==> config.mk <==
export PLATFORM = sky130hd
export DESIGN_NAME = tt_proj_mux_ctrl
export DESIGN_NICKNAME = d
export VERILOG_FILES = /design/src/rtl/tt_mux_pkg.sv /design/src/rtl/tt_mux_edge_sync.sv /design/src/rtl/tt_proj_mux_ctrl.sv
export SDC_FILE = /design/constraint.sdc
export NUM_CORES = 1
export LEC_CHECK = 0
export BUFFER_PORTS_ARGS = -buffer_cell sky130_fd_sc_hd__buf_4
export CAP_MARGIN = 20
export CORE_AREA = 3 3 180 182
export CTS_BUF_LIST = sky130_fd_sc_hd__clkbuf_4
export CTS_CLUSTER_SIZE = 10
export DETAILED_ROUTE_END_ITERATION = 6
export DIE_AREA = 0 0 183 185
export SETUP_SLACK_MARGIN = 0.15
export SKIP_CTS_REPAIR_TIMING = 1
export SYNTH_ARGS = -nofsm -noshare
export SYNTH_HDL_FRONTEND = slang
export SYNTH_SLANG_ARGS = --single-unit
==> constraint.sdc <==
create_clock -name clk -period 3 [get_ports clk]
set_input_delay 0.15 -clock clk [delete_from_list [all_inputs] [get_ports clk]]
set_output_delay 0.15 -clock clk [all_outputs]
set_load 0.005 [all_outputs]
==> src/rtl/tt_mux_pkg.sv <==
// Shared types and word layout for the project mux controller.
package tt_mux_pkg;

    typedef enum logic [1:0] {
        IDLE   = 2'd0,
        SWITCH = 2'd1,
        RESET  = 2'd2,
        ACTIVE = 2'd3
    } mux_state_t;

    // Broadcast input word and returned output word widths
    localparam int IW_W = 18;
    localparam int OW_W = 24;

    // Field offsets inside the input word
    localparam int IW_CLK  = 0;
    localparam int IW_RSTN = 1;
    localparam int IW_UI   = 2;
    localparam int IW_UIO  = 10;

    // Field offsets inside the output word
    localparam int OW_UO  = 0;
    localparam int OW_UIO = 8;
    localparam int OW_OE  = 16;

endpackage

==> src/rtl/tt_mux_edge_sync.sv <==
// Two-flop synchronizer for an asynchronous pad, followed by a rising-edge
// detector that produces a single-cycle pulse in the clk domain.
module tt_mux_edge_sync (
    input  logic clk,
    input  logic rst,
    input  logic din,
    output logic pulse
);

    logic meta;
    logic sync;
    logic prev;

    // Synchronizer chain plus the edge-detect history flop
    always_ff @(posedge clk) begin
        if (rst) begin
            meta <= 1'b0;
            sync <= 1'b0;
            prev <= 1'b0;
        end else begin
            meta <= din;
            sync <= meta;
            prev <= sync;
        end
    end

    assign pulse = sync & ~prev;

endmodule

==> src/rtl/tt_proj_mux_ctrl.sv <==
// Chip-side project mux: pulse-driven project selection, enable/reset
// hand-over sequencing, input-word broadcast and output-word return.
// Optional macro TT_MUX_OUT_REG_EN registers the pad outputs (1 clk latency).
module tt_proj_mux_ctrl
    import tt_mux_pkg::*;
#(
    parameter int N_PROJ     = 16,
    parameter int SEL_W      = 4,
    parameter int SETTLE_CYC = 4,
    parameter int RST_CYC    = 8
) (
    input  logic                   clk,
    input  logic                   rst,
    input  logic                   sel_rst,
    input  logic                   sel_inc,
    input  logic                   user_clk,
    input  logic                   user_rst_n,
    input  logic [7:0]             pad_ui_in,
    input  logic [7:0]             pad_uio_in,
    output logic [IW_W-1:0]        proj_iw,
    output logic [N_PROJ-1:0]      proj_ena,
    input  logic [OW_W*N_PROJ-1:0] proj_ow,
    output logic [7:0]             pad_uo_out,
    output logic [7:0]             pad_uio_out,
    output logic [7:0]             pad_uio_oe,
    output logic [SEL_W-1:0]       sel_idx,
    output logic                   active
);

    localparam int CNT_MAX = (SETTLE_CYC > RST_CYC) ? SETTLE_CYC : RST_CYC;
    localparam int CNT_W   = $clog2(CNT_MAX + 1);

    logic              rst_pulse;
    logic              inc_pulse;
    mux_state_t        state;
    mux_state_t        state_next;
    logic [CNT_W-1:0]  cnt;
    logic [CNT_W-1:0]  cnt_next;
    logic [SEL_W-1:0]  sel_next;
    logic              ena_on;
    logic [OW_W-1:0]   slice;

    tt_mux_edge_sync u_rst_sync (
        .clk   (clk),
        .rst   (rst),
        .din   (sel_rst),
        .pulse (rst_pulse)
    );

    tt_mux_edge_sync u_inc_sync (
        .clk   (clk),
        .rst   (rst),
        .din   (sel_inc),
        .pulse (inc_pulse)
    );

    // State, phase counter and selection registers
    always_ff @(posedge clk) begin
        if (rst) begin
            state   <= IDLE;
            cnt     <= '0;
            sel_idx <= '0;
        end else begin
            state   <= state_next;
            cnt     <= cnt_next;
            sel_idx <= sel_next;
        end
    end

    // Next state: any select edge restarts the settle phase from scratch
    always_comb begin
        state_next = state;
        cnt_next   = cnt;
        sel_next   = sel_idx;
        if (rst_pulse || inc_pulse) begin
            if (rst_pulse)
                sel_next = '0;
            else if (sel_idx == SEL_W'(N_PROJ - 1))
                sel_next = '0;
            else
                sel_next = sel_idx + SEL_W'(1);
            state_next = SWITCH;
            cnt_next   = '0;
        end else begin
            case (state)
                SWITCH: begin
                    if (cnt == CNT_W'(SETTLE_CYC - 1)) begin
                        state_next = RESET;
                        cnt_next   = '0;
                    end else begin
                        cnt_next = cnt + CNT_W'(1);
                    end
                end
                RESET: begin
                    if (cnt == CNT_W'(RST_CYC - 1)) begin
                        state_next = ACTIVE;
                        cnt_next   = '0;
                    end else begin
                        cnt_next = cnt + CNT_W'(1);
                    end
                end
                IDLE, ACTIVE: ;
                default: state_next = IDLE;
            endcase
        end
    end

    assign active = (state == ACTIVE);
    assign ena_on = (state == RESET) || (state == ACTIVE);

    // One-hot enable for the selected project during RESET and ACTIVE
    always_comb begin
        proj_ena = '0;
        for (int unsigned k = 0; k < N_PROJ; k++)
            proj_ena[k] = ena_on && (sel_idx == SEL_W'(k));
    end

    assign proj_iw[IW_CLK]       = user_clk;
    assign proj_iw[IW_RSTN]      = active & user_rst_n;
    assign proj_iw[IW_UI +: 8]   = pad_ui_in;
    assign proj_iw[IW_UIO +: 8]  = pad_uio_in;

    // Output-word select; explicit compare keeps unused indices at zero
    always_comb begin
        slice = '0;
        for (int unsigned k = 0; k < N_PROJ; k++)
            if (sel_idx == SEL_W'(k))
                slice = proj_ow[k*OW_W +: OW_W];
    end

`ifdef TT_MUX_OUT_REG_EN
    // Registered pad outputs, forced low whenever no project is active
    always_ff @(posedge clk) begin
        if (rst) begin
            pad_uo_out  <= '0;
            pad_uio_out <= '0;
            pad_uio_oe  <= '0;
        end else begin
            pad_uo_out  <= active ? slice[OW_UO +: 8]  : '0;
            pad_uio_out <= active ? slice[OW_UIO +: 8] : '0;
            pad_uio_oe  <= active ? slice[OW_OE +: 8]  : '0;
        end
    end
`else
    assign pad_uo_out  = active ? slice[OW_UO +: 8]  : '0;
    assign pad_uio_out = active ? slice[OW_UIO +: 8] : '0;
    assign pad_uio_oe  = active ? slice[OW_OE +: 8]  : '0;
`endif

endmodule

==> metrics.csv <==
stage,metric,value,unit
power_and_ir_drop,clockPowerShare,0.107,
clocking,cts_root_buffer,clkbuf_4,
setup_path,arrival,2.61,ns
power_and_ir_drop,power,1080,uW
clocking,cts.sinks,16,
finish,synthToLayoutAreaGrowth,79.7,%
timing,hold_viol_final,0,
global_route,grt_pass1_wl,52900,um
yosys,async_flop_share,0,
clocking,cts.path.max_buffers,2,
detailed_routing,drt-initial-drc-count,582,
timing,max_slew_margin,0.411,
yosys,synthDistinctLibCells,59,
global_route,overflow,0,
yosys,syn_area_per_cell,6.31,um2
die,die_h,185,um
setup_path,start_kind,register,
global_route,grt_pass1_vias,8176,
clocking,cts.clk_slew.worst_paths,0.09,ns
global_route,grt_use_total,0.205,
timing,final.setup_skew,0.000911,ns
clocking,cts_tree,built,
yosys,yosysSeqAreaShare,0.0667,
power_and_ir_drop,p_sw,365,uW
timing,whs,0.0692,ns
die,initial_core_util,0.156,
power_and_ir_drop,swShare,0.339,
power_and_ir_drop,max-vdd-ir-drop,108,uV
job,maxCapViolCount,0,
finish,drive_above_1_share,0.461,
die,die_w,183,um
timing,slew_violations,0,
timing,clock.fmax,362,MHz
timing,fin_crit,2.76,ns
detailed_routing,wl,38200,um
die,rows,64,
hold_path,worstHoldPathType,primary input to register,
clocking,h-tree-depth,1,
clocking,cts_made_buffers,3,
power_and_ir_drop,internal_power,713,uW
timing,tightestPinTransition,0.883,ns
setup_path,worstPathMaxFanout,11,
detailed_routing,drtAntennaViolNets,0,
outcome,status,"complete, no violations",
setup_path,slowest_delay,0.51,ns
yosys,yosys.area.top_type,o21ai_0,
power_and_ir_drop,p_per_area,125,nW/um2
detailed_routing,vias,8144,
placed_design,gp_congestion,0.898,
finish,nNetsFinal,1563,
timing,tns,0,ns
detailed_routing,drtPass1Iterations,5,
yosys,synth_edf_count,0,
yosys,synth_area_leaders,"o21ai_0 9.8%, a21oi_1 8.6%, a221oi_1 7.5%",
setup_path,cp_slowest_cell,a2111o_1,
yosys,syn-num-nets,1176,
clocking,insertion_delay,0.28,ns
yosys,ys_seq_elements,16,
finish,fin_cells,1545,
global_route,grt_max_degree,34,
detailed_routing,routed_via_density,5.27,
power_and_ir_drop,power_frac_seq,0.204,
yosys,yosys_warnings,0,
placed_design,numPortBuffers,434,
placed_design,dp_hpwl,30800,um
timing,grt_setup_unrepaired,yes,
global_route,antenna_found_initial,3,
yosys,synth_top_area_frac,0.0979,
yosys,synthesis.area,4800,um2
timing,setup_viol,0,
die,io_pins,469,
placed_design,placed_area,8490,um2
yosys,synthCells,762,
power_and_ir_drop,comb_power_share,0.688,
timing,finalCritPeriodShare,0.920,
finish,fin_area,8630,um2
detailed_routing,wl_per_cell,24.7,um
yosys,synth_ff_type,dfxtp_1,
setup_path,cp.required,2.85,ns
detailed_routing,drc,0,
finish,nFillCells,3449,
die,fp.dieArea,33900,um2
placed_design,dp.cells,1533,
setup_path,crit_chain,inv_1 -> ha_4 -> or2_2 -> a21oi_1 -> o221ai_1 -> a2111o_1 -> o211a_1 -> buf_4,
die,core,30700,um2
setup_path,cp-end-kind,primary output,
power_and_ir_drop,leakage,0.00387,uW
setup_path,worstSetupPathType,register to primary output,
[logic make-up after synthesis]
kind of cell | share of synthesized area
muxes | 0.00443
DFF | 0.0667
buffers and inverters | 0.118
and+or+nand+nor | 0.206
adders and majority gates | 0.0208
xor gates and xnor gates | 0.00547
AOI/OAI and AO/OA | 0.579
[routing by layer]
metal / global-route usage / share of wire
met3: 0.0469 / 0.088
met1: 0.245 / 0.39
met4: 0.0530 / 0.026
met2: 0.371 / 0.50
met5: 0 / 0.00060
[Yosys cell counts, types with 5 or more instances]
library cell  number
o21ai_0           94
a21oi_1           83
nand2_1           69
nor2_1            59
a221oi_1          41
clkbuf_1          41
buf_2             36
a22oi_1           35
o22ai_1           33
buf_4             22
o221ai_1          21
and3_1            17
dfxtp_1           16
nand2b_1          16
o2bb2ai_1         16
nor2b_1           15
a221o_1           13
o211ai_1          12
o221a_2           11
a21o_1            10
nor3_1             9
ha_1               8
inv_1              8
o22a_1             8
a2111oi_0          7
a31oi_1            6
nand3_1            6
buf_1              5
[power groups by stage]
stage / logic [uW] / clock network, uW / registers [uW]
after detailed placement: 736 / 0 / 228
final: 742 / 116 / 220
after floorplan: 233 / 0 / 227
after global routing: 799 / 130 / 221
after CTS: 739 / 122 / 223
after global placement: 735 / 0 / 228
[cells in the final DEF, fill, tap and decap left out, types with 4 or more instances in the layout]
master | Yosys | final
nand2_1 | 69 | 66
a221o_1 | 13 | 13
nor2b_1 | 15 | 12
buf_4 | 22 | 478
dfxtp_1 | 16 | 12
nand3_1 | 6 | 6
a21o_1 | 10 | 10
and3_1 | 17 | 17
dfxtp_4 | 0 | 4
inv_1 | 8 | 7
o22ai_1 | 33 | 33
a22oi_1 | 35 | 35
buf_6 | 0 | 5
a21oi_1 | 83 | 83
a221oi_1 | 41 | 41
buf_12 | 0 | 4
o211ai_1 | 12 | 12
a2111oi_0 | 7 | 7
ha_1 | 8 | 4
nand2b_1 | 16 | 16
nor2_1 | 59 | 58
o21ai_0 | 94 | 94
nor3_1 | 9 | 8
o2bb2ai_1 | 16 | 16
clkbuf_4 | 0 | 4
o22a_1 | 8 | 8
a31oi_1 | 6 | 6
o221ai_1 | 21 | 21
o221a_2 | 11 | 11
[worst max-delay path, delay by kind of cell (launching register included)]
family | cells | cell delay (ns)
adder cells (fa/ha/maj) | 1 | 0.25
buffers and inverters | 2 | 0.26
AO/OA/AOI/OAI | 4 | 1.01
AND/OR/NAND/NOR | 1 | 0.42
flip-flops | 1 | 0.39
[worst paths after layout]
| kind | start | slack (ns) | cells past startpoint | to |
|---|---|---|---|---|
| worst max register to register | sel_idx[2]$_SDFFE_PP0P_ | 1.10 | 6 | sel_idx[0]$_SDFFE_PP0P_ |
| worst min-delay path | sel_inc | 0.07 | 2 | u_inc_sync.meta$_SDFF_PP0_ |
| worst max-delay path | sel_idx[0]$_SDFFE_PP0P_ | 0.24 | 8 | pad_uio_oe[4] |
| worst min register to register | u_rst_sync.meta$_SDFF_PP0_ | 0.45 | 1 | u_rst_sync.sync$_SDFF_PP0_ |
[sequential cells by signal, summed over array words and instances (netlist names)]
name             flops
sel_idx              4
u_inc_sync.meta      1
state                2
u_rst_sync.meta      1
u_inc_sync.sync      1
cnt                  4
u_rst_sync.sync      1
u_rst_sync.prev      1
u_inc_sync.prev      1
[stage by stage]
| step | setup slack (ns) | utilization |
|---|---|---|
| after floorplan | 0.775 | - |
| after global placement | 0.277 | 0.276 |
| after detailed placement | 0.249 | 0.276 |
| after CTS | -0.0866 | 0.277 |
| after global routing | 0.115 | 0.281 |
| final | 0.241 | 0.281 |
[layout make-up]
| cell class | count | area [um2] | share of cell area |
|---|---|---|---|
| diodes | 1 | 2.50 | 0.000290 |
| flip-flops and latches | 16 | 335 | 0.0388 |
| inverters | 10 | 42.5 | 0.00493 |
| repair buffers | 488 | 3730 | 0.432 |
| well taps | 396 | 495 | 0.0574 |
| clock buffers | 3 | 22.5 | 0.00261 |
| multi-input cells | 630 | 4000 | 0.463 |
| clock inverters | 1 | 3.75 | 0.000435 |
Note: power is estimated with default switching activity, not from simulation.
